$ cat src/rtl/pwm_pkg.sv
// pwm_pkg: shared duty width, fade FSM states and saturating duty step helpers
package pwm_pkg;
  localparam int DUTY_W = 8;
  typedef enum logic [2:0] {IDLE, RAMP_UP, HOLD_HIGH, RAMP_DOWN, HOLD_LOW} fade_state_t;
  // 9-bit sum so a large step saturates at lim instead of wrapping
  function automatic logic [DUTY_W-1:0] step_up(input logic [DUTY_W-1:0] d, input logic [DUTY_W-1:0] step, input logic [DUTY_W-1:0] lim);
    logic [DUTY_W:0] s;
    s = {1'b0, d} + {1'b0, step};
    return (s > {1'b0, lim}) ? lim : s[DUTY_W-1:0];
  endfunction
  // borrow bit flags underflow; either underflow or undershoot clamps to lim
  function automatic logic [DUTY_W-1:0] step_down(input logic [DUTY_W-1:0] d, input logic [DUTY_W-1:0] step, input logic [DUTY_W-1:0] lim);
    logic [DUTY_W:0] s;
    s = {1'b0, d} - {1'b0, step};
    return (s[DUTY_W] || s[DUTY_W-1:0] < lim) ? lim : s[DUTY_W-1:0];
  endfunction
endpackage

$ cat src/rtl/pwm_period_cnt.sv
// pwm_period_cnt: counts PWM rollovers, flags the rollover that reaches term and self-clears
// ports: clk, rst_n (sync, active-low), clear, rollover, term (terminal count), reached (comb pulse)
module pwm_period_cnt
  import pwm_pkg::*;
(
  input  logic              clk,
  input  logic              rst_n,
  input  logic              clear,
  input  logic              rollover,
  input  logic [DUTY_W-1:0] term,
  output logic              reached
);
  logic [DUTY_W-1:0] cnt;
  assign reached = rollover && ({1'b0, cnt} + 9'd1 == {1'b0, term});
  always_ff @(posedge clk)
    if (!rst_n || clear || reached) cnt <= '0;
    else if (rollover) cnt <= cnt + 1'b1;
endmodule

$ cat src/rtl/pwm_fade_ctrl.sv
// pwm_fade_ctrl: breathing-LED duty sequencer (ramp up, hold, ramp down, hold) paced by PWM rollovers
// ports: clk, rst_n (sync, active-low), enable, rollover, min_level, max_level -> duty_cycle, busy, cycle_done
module pwm_fade_ctrl
  import pwm_pkg::*;
#(
  parameter int unsigned STEP             = 1,
  parameter int unsigned PERIODS_PER_STEP = 4,
  parameter int unsigned HOLD_PERIODS     = 16
) (
  input  logic              clk,
  input  logic              rst_n,
  input  logic              enable,
  input  logic              rollover,
  input  logic [DUTY_W-1:0] min_level,
  input  logic [DUTY_W-1:0] max_level,
  output logic [DUTY_W-1:0] duty_cycle,
  output logic              busy,
  output logic              cycle_done
);
  fade_state_t state, state_nx;
  logic [DUTY_W-1:0] lo, hi, lo_nx, hi_nx, duty_nx, eff_max, term;
  logic done_nx, hit;
  assign eff_max = (hi > lo) ? hi : lo;
  assign term = (state == RAMP_UP || state == RAMP_DOWN) ? DUTY_W'(PERIODS_PER_STEP) : DUTY_W'(HOLD_PERIODS);
  // counter held clear in IDLE so a rollover coincident with the start is never counted
  pwm_period_cnt u_cnt (
    .clk      (clk),
    .rst_n    (rst_n),
    .clear    (state == IDLE),
    .rollover (rollover),
    .term     (term),
    .reached  (hit)
  );
  always_ff @(posedge clk)
    if (!rst_n) begin
      state      <= IDLE;
      duty_cycle <= '0;
      lo         <= '0;
      hi         <= '0;
      cycle_done <= 1'b0;
    end else begin
      state      <= state_nx;
      duty_cycle <= duty_nx;
      lo         <= lo_nx;
      hi         <= hi_nx;
      cycle_done <= done_nx;
    end
  always_comb begin
    state_nx = state;
    duty_nx  = duty_cycle;
    lo_nx    = lo;
    hi_nx    = hi;
    done_nx  = 1'b0;
    case (state)
      IDLE: begin
        duty_nx = '0;
        if (enable) begin
          lo_nx    = min_level;
          hi_nx    = max_level;
          duty_nx  = min_level;
          state_nx = RAMP_UP;
        end
      end
      RAMP_UP: if (hit) begin
        duty_nx  = step_up(duty_cycle, DUTY_W'(STEP), eff_max);
        state_nx = (duty_nx == eff_max) ? HOLD_HIGH : RAMP_UP;
      end
      HOLD_HIGH: state_nx = hit ? RAMP_DOWN : HOLD_HIGH;
      RAMP_DOWN: if (hit) begin
        duty_nx  = step_down(duty_cycle, DUTY_W'(STEP), lo);
        state_nx = (duty_nx == lo) ? HOLD_LOW : RAMP_DOWN;
      end
      HOLD_LOW: if (hit) begin
        done_nx  = 1'b1;
        lo_nx    = enable ? min_level : lo;
        hi_nx    = enable ? max_level : hi;
        duty_nx  = enable ? min_level : '0;
        state_nx = enable ? RAMP_UP : IDLE;
      end
      default: begin
        state_nx = IDLE;
        duty_nx  = '0;
      end
    endcase
  end
  always_comb busy = (state != IDLE);
endmodule
$ cat config.mk
export PLATFORM = sky130hd
export DESIGN_NAME = pwm_fade_ctrl
export DESIGN_NICKNAME = d
export VERILOG_FILES = /design/src/rtl/pwm_pkg.sv /design/src/rtl/pwm_period_cnt.sv /design/src/rtl/pwm_fade_ctrl.sv
export SDC_FILE = /design/constraint.sdc
export NUM_CORES = 1
export LEC_CHECK = 0
export ABC_AREA = 0
export CORE_MARGIN = 2
export CORE_UTILIZATION = 53
export DETAILED_ROUTE_END_ITERATION = 8
export HOLD_SLACK_MARGIN = 0.02
export PLACE_DENSITY = 0.83
export SYNTH_ARGS = -nofsm -noshare
export SYNTH_HDL_FRONTEND = slang
export SYNTH_SLANG_ARGS = --single-unit
$ cat constraint.sdc
create_clock -name clk -period 3.9 [get_ports clk]
set_clock_uncertainty 0.15 [all_clocks]
set_input_delay 0.78 -clock clk [delete_from_list [all_inputs] [get_ports clk]]
set_output_delay 0.78 -clock clk [all_outputs]
set_load 0.005 [all_outputs]
==> results of run 1 <==
path summary, 6_finish.rpt:
check             startpoint       endpoint  cells after the start
hold / removal         lo[3]          lo[3]                      2
hold reg to reg        lo[3]          lo[3]                      2
setup / recovery       lo[4]  duty_cycle[2]                     17
setup reg to reg       lo[4]  duty_cycle[2]                     17
report_power, final:
part           switching, mW  internal (mW)
Clock                  0.150          0.144
Sequential            0.0578          0.400
Combinational          0.765          0.656
Total                  0.973           1.20
metal layers:
metal / vias to the layer above / part of all wire, %
li1: 1455 / -
met1: 1449 / 42
met2: 199 / 48
met3: 25 / 8.1
met4: 0 / 2.3
met5: - / 0
logic make-up (layout without fill, tap and decap cells):
logic type	after synthesis	count (layout)	synth area share, %
AND/OR/NAND/NOR	133	133	21.3
AO/OA/AOI/OAI	80	80	18.7
buffers and inverters	38	93	5.68
flip-flops	36	36	23.2
XOR/XNOR	34	34	10.2
multiplexers	31	31	10.0
adder cells (fa/ha/maj)	27	27	10.9
cell type report:
| class | instances | share of cell area (%) |
|---|---|---|
| inverter | 20 | 1.93 |
| tap | 72 | 2.32 |
| multi-input combinational | 305 | 59.9 |
| clock inverter | 1 | 0.193 |
| clock buffer | 7 | 2.22 |
| sequential | 36 | 18.7 |
| timing repair buffer | 65 | 14.8 |
synthesized netlist by cell type, types with 5 or more instances:
cell,number,area [um^2]
a211oi_1,5,37.5
mux2i_1,30,300
o21ai_0,6,30.0
inv_1,20,75.1
ha_1,27,338
nand3_1,11,55.1
nand4_1,6,37.5
dfxtp_1,36,721
o21ai_1,7,35.0
xor2_1,11,96.3
nand2_1,31,116
nor2_1,50,188
a21oi_1,20,100
clkbuf_1,10,37.5
xnor2_1,22,193
nor3_1,5,25.0
worst reg2reg max path, delay by kind of cell, from the launching register on:
| kind | cells | cell delay [ns] |
|---|---|---|
| adder cells (fa/ha/maj) | 2 | 0.57 |
| buffers and inverters | 1 | 0.08 |
| AND/OR/NAND/NOR | 6 | 0.95 |
| multiplexers | 1 | 0.23 |
| AO/OA/AOI/OAI | 7 | 1.48 |
| flip-flops | 1 | 0.34 |
metrics by stage:
| step | std cells | total power, mW | cell area, um^2 | utilization [%] |
|---|---|---|---|---|
| global placement | 491 | 1.68 | 3620 | 65.0 |
| floorplan | 379 | 1.38 | 3130 | - |
| detailed placement | 491 | 1.72 | 3620 | 65.0 |
| global route | 506 | 2.28 | 3880 | 69.7 |
| finish | 506 | 2.17 | 3880 | 69.7 |
| CTS | 503 | 2.06 | 3780 | 67.9 |
sequential cells by signal (all words and copies together) (netlist names):
register    count
hi              8
duty_cycle      8
u_cnt.cnt       8
cycle_done      1
state           3
lo              8
what timing repair did:
item                                    4_1_cts  5_1_grt
setup buffers                                 4        3
pin swaps                                     2       11
gates resized for setup                       4       13
endpoints found under the setup margin        9       10
==> impl_results.md, run 1 <==
- Outcome: finished with violations
- Failing checks: setup timing
- Gate Count Post-Synth: 379
- Cts bufs inserted: 5
- Drc violations: 0
- Routability-driven placement congestion ratio: 0.981
- # port buffers: 29
- GRT busiest layer: met2
- Area of the multi-input gates: 2320 um^2
- CTS Hold Bufs: 0
- Pleak: 1.61 nW
- Starting DRT DRC Count: 468
- Flops & latches, synth: 36
- Max clock buf depth: 2
- Final setup viols: 1
- Fmax: 0.255 GHz
- Slew at the pin closest to its max-slew limit: 1.05 ns
- Total Routing Usage GR: 28.1%
- Worst Path Required: 3.94 ns
- Die H: 80.5 um
- DRT Wirelength: 9.09 mm
- Commonest non-fill, non-tap cells in the layout: nor2_1, buf_4, dfxtp_1, nand2_1, clkdlybuf4s50_1
- Max-cap check violation count: 0
- RSZ-0062 raised after global routing: yes
- Async SR Flop Fraction: 0%
- Synthesis Warnings: 0
- Post-Syn Nets: 426
- DR WL/cell: 18.0 um
- Vias/cell: 6.18
- Ports: 30
- Die width: 80.5 um
- Buffers and inverters on the worst path: 1
- First-pass GRT wire length: 14.2 mm
- PD cells: 560 nW/um^2
- CTS tree: done
- Fin crit share: 100%
- Number of global-route vias before repair: 2905
- Largest delay share family, worst path: compound AO/OA/AOI/OAI gates
- Worst path max stage delay: 0.34 ns
- GR Util met1: 37.5%
- Reg area: 726 um^2
- Initial Util: 55.7%
- Final Critical Period: 3.91 ns
- Startpoint Class: register
- Drt pass-1 iters: 6
- Place WS: -0.143 ns
- Syn Std Cell Area: 3100 um^2
- Min Hold Slack: 0.361 ns
- EDFF count, synth: 0
- Worst hold path class: reg -> reg
- Ratio of cells with drive above 1 in the final layout: 18.7%
- Peak VDD IR: 279 uV
- H-tree levels: 2
- Core ar.: 5570 um^2
- Clock Sinks: 36
- Sequential-to-total area share from yosys stat: 23.2%
- Final Hold Viols: 0
- Worst path arrival time: 3.95 ns
- CP Max Fanout: 6
- Final setup margin: -0.0145 ns
- Grt met3 use: 2.81%
- Commonest register cell after synthesis: dfxtp_1
- Routed via count: 3128
- CP cell instances: inv_1, ha_1, nand4_1, or2_1, and2_4, nor2_8, mux2i_2, ha_1, a21o_1, a21o_1, a211oi_2, o21ai_1, a32o_2, or2_0, a32oi_1, nor2_1, a211o_1
- Synthesis-to-layout area growth: 25.1%
- TNS Setup: -0.0145 ns
- Global route overflow: 0
- Number of fill cells in the layout: 429
- Slew headroom: 30.1%
- Post-synthesis cell type count: 65
- Full die area: 6490 um^2
- Final ANT Viol Nets: 0
- Final Max Tran Viols: 0
- Clock Pin Slew Worst Setup and Hold Paths: 0.08 ns
- Crit. End Element: register
- Met2 usage: 47.4%
- N_diodes: 0
- Fin nets: 480
- R2r setup slk: -0.01 ns
- Worst-Skew Late Latency: 0.30 ns
- Clk root buf: clkbuf_8
- Post-Syn Area per Cell: 8.19 um^2
- Initial antenna violation count: 0
- Placed wire-length estimate: 6.38 mm
- WS Path Type: reg -> reg
- Slowest cell on crit path: dfxtp_1
- Most common cell after layout, fill and taps aside: nor2_1
- FP Rows: 27
- Largest net degree at the start of global routing: 21
No activity file was read; power rests on OpenSTA's default activity.
==> inputs of run 2 (changes only) <==
CORE_UTILIZATION = 40   (was 53)
PLACE_DENSITY = 0.66   (was 0.83)
==> run 2 against run 1 <==
Compared with the run above:
- the flow now finishes without violations
- flip-flop and latch count unchanged
- final area rose by 0.48%
- register-to-register slack better by 0.11 ns
- wire length down 7.5%
- sequential share of layout area fell by 0.058 points
- hold slack improved by 0.012 ns
- final cell count increased by 6.5%
- first-iteration DRC count down 48%
- fmax increased by 2.9%
- non-clock buffer count grew 3
- critical path type unchanged
- largest cell class unchanged
==> impl_results.md, run 2 (same netlist as run 1, synthesis figures left out) <==
- Outcome: completed
- Final Hold Viols: 0 (unchanged)
- Worst Path Required: 3.94 ns (about the same)
- Routability-driven placement congestion ratio: 0.921 (-6.1%)
- CTS tree: done
- Total Routing Usage GR: 19.7% (-8.4 points)
- H-tree levels: 2 (unchanged)
- Crit. End Element: register
- Most frequent CP cell: a21o_1
- Depth of the most critical reg-to-reg path: 17 (unchanged)
- Max clock buf depth: 2 (unchanged)
- Drc violations: 0 (unchanged)
- Initial Util: 40.8% (-15 points)
- Routed via count: 2939 (-6.0%)
- # port buffers: 29 (unchanged)
- Most common cell after layout, fill and taps aside: nor2_1
- Initial antenna violation count: 0 (unchanged)
- Commonest non-fill, non-tap cells in the layout: nor2_1, buf_4, nand2_1, dfxtp_1, clkdlybuf4s50_1
- Fin area: 3900 um^2 (+0.48%)
- Die H: 92.1 um (+14%)
- Buffers and inverters on the worst path: 1 (unchanged)
- Number of fill cells in the layout: 737 (+72%)
- Synthesis-to-layout area growth: 25.7%
- Clk root buf: clkbuf_8
- FP Rows: 32 (+19%)
- Worst hold path class: reg -> reg
- Fmax: 0.263 GHz (+2.9%)
- Cts bufs inserted: 5 (unchanged)
- RR Endpoint: duty_cycle[2]
- Placed wire-length estimate: 6.45 mm (+1.1%)
- First-pass GRT wire length: 13.5 mm (-5.1%)
- Fin crit share: 97.5% (-2.8 points)
- Max-cap check violation count: 0 (unchanged)
- WHS Path Cells: 2 (unchanged)
- Reg area: 727 um^2 (+0.17%)
- PD cells: 539 nW/um^2 (-3.7%)
- WS Path Type: reg -> reg
- Reg2Reg Launch Point: lo[1]
- Final setup margin: 0.0961 ns (+0.111 ns)
- Final Critical Period: 3.80 ns (-0.111 ns)
- Starting DRT DRC Count: 245 (-48%)
- Worst path max stage delay: 0.35 ns (about the same)
- CP Max Fanout: 7 (+1)
- N_diodes: 0 (unchanged)
- Slew at the pin closest to its max-slew limit: 1.17 ns (+0.120 ns)
- Ratio of cells with drive above 1 in the final layout: 19.2% (+0.56 points)
- Number of global-route vias before repair: 2791 (-3.9%)
- Global route overflow: 0 (unchanged)
- Hold worst-path end: lo[3]
- Ports: 30 (unchanged)
- CP cell instances: inv_4, ha_4, nor2b_1, o211ai_1, a21oi_2, nor2_8, mux2i_2, ha_1, a21o_1, a21o_1, a211oi_2, o21ai_1, a32o_2, or2_0, a32oi_1, nor2_1, a211o_1
- Vias/cell: 5.45 (-12%)
- Final setup viols: 0 (-1)
- Worst Hold Launch: lo[3]
- Core ar.: 7610 um^2 (+36%)
- Final ANT Viol Nets: 0 (unchanged)
- Worst-Skew Late Latency: 0.29 ns (about the same)
- RSZ-0062 raised after global routing: yes
- Full die area: 8480 um^2 (+31%)
- Slew headroom: 22.1% (-8.0 points)
- DP Area: 3690 um^2 (+1.9%)
- Fin nets: 483 (+0.63%)
- Min Hold Slack: 0.373 ns (+0.0118 ns)
- Place WS: -0.0942 ns (+0.0486 ns)
- Peak VDD IR: 232 uV (-17%)
- Largest delay share family, worst path: compound AO/OA/AOI/OAI gates
- Startpoint Class: register
- DRT Wirelength: 8.41 mm (-7.5%)
- Area of the multi-input gates: 2300 um^2 (-1.0%)
- Clock Pin Slew Worst Setup and Hold Paths: 0.08 ns (about the same)
- Final Max Tran Viols: 0 (unchanged)
- Slowest cell on crit path: dfxtp_2
- R2r setup slk: 0.1 ns (+0.11 ns)
- Drt pass-1 iters: 4 (-2)
- Largest net degree at the start of global routing: 20 (-4.8%)
- Die width: 92.1 um (+14%)
- DR WL/cell: 15.6 um (-13%)
- Clock Sinks: 36 (unchanged)
- Pleak: 1.62 nW (about the same)
- Worst path arrival time: 3.84 ns (-0.11 ns)
## run 2: final cells by class
type,count,area share (%)
Multi-Input combinational cell,305,59.0
Sequential cell,36,18.6
Timing Repair Buffer,68,14.9
Tap cell,102,3.27
Inverter,20,1.99
Clock buffer,7,1.96
Clock inverter,1,0.225
## run 2: where the power goes
group	total (mW)	switching [mW]	internal [mW]
Clock	0.273	0.145	0.128
Combinational	1.38	0.736	0.640
Sequential	0.453	0.0533	0.400
## run 2: per-stage QoR
stage | instances | util [%] | setup TNS [ns] | power [mW]
6_report | 539 | 51.3 | 0 | 2.10
5_1_grt | 539 | 51.3 | -0.145 | 2.26
3_5_place_dp | 525 | 48.5 | -0.201 | 1.74
3_3_place_gp | 525 | 48.5 | -0.00151 | 1.72
4_1_cts | 536 | 50.0 | 0 | 2.03
2_1_floorplan | 379 | - | 0 | 1.38
## run 2: worst max-delay path by stage
stage | from | depth (start not counted) | slack, ns | to
floorplan | lo[7] | 18 | 0.0004 | duty_cycle[2]
global placement | lo[1] | 17 | -0.002 | duty_cycle[2]
detailed placement | lo[1] | 17 | -0.09 | duty_cycle[2]
CTS | lo[6] | 17 | 0.001 | duty_cycle[2]
global route | lo[3] | 17 | -0.07 | duty_cycle[2]
finish | lo[1] | 17 | 0.1 | duty_cycle[2]
## run 2: repair_timing
item,in CTS,in global routing
setup buffers,3,3
resized for setup,1,17
pin swaps,3,19
hold buffers,0,0
endpoints found under the setup margin,8,8
## run 2: worst reg2reg max path, cell delays in order (launching register included)
cell and delay, ns:
dfxtp_2 0.35, inv_4 0.05, ha_4 0.21, nor2b_1 0.13, o211ai_1 0.29, a21oi_2 0.17, nor2_8 0.18, mux2i_2 0.25
ha_1 0.28, a21o_1 0.19, a21o_1 0.16, a211oi_2 0.18, o21ai_1 0.09, a32o_2 0.31, or2_0 0.24, a32oi_1 0.19
nor2_1 0.06, a211o_1 0.24
## run 2: routing by layer
metal  vias up  GRT usage (%)  wire (um)
met5         -              0          0
met1      1384           26.9       4160
met2        76           31.7       3650
li1       1463              -          -
met3        16           2.63        373
met4         0           7.09        224
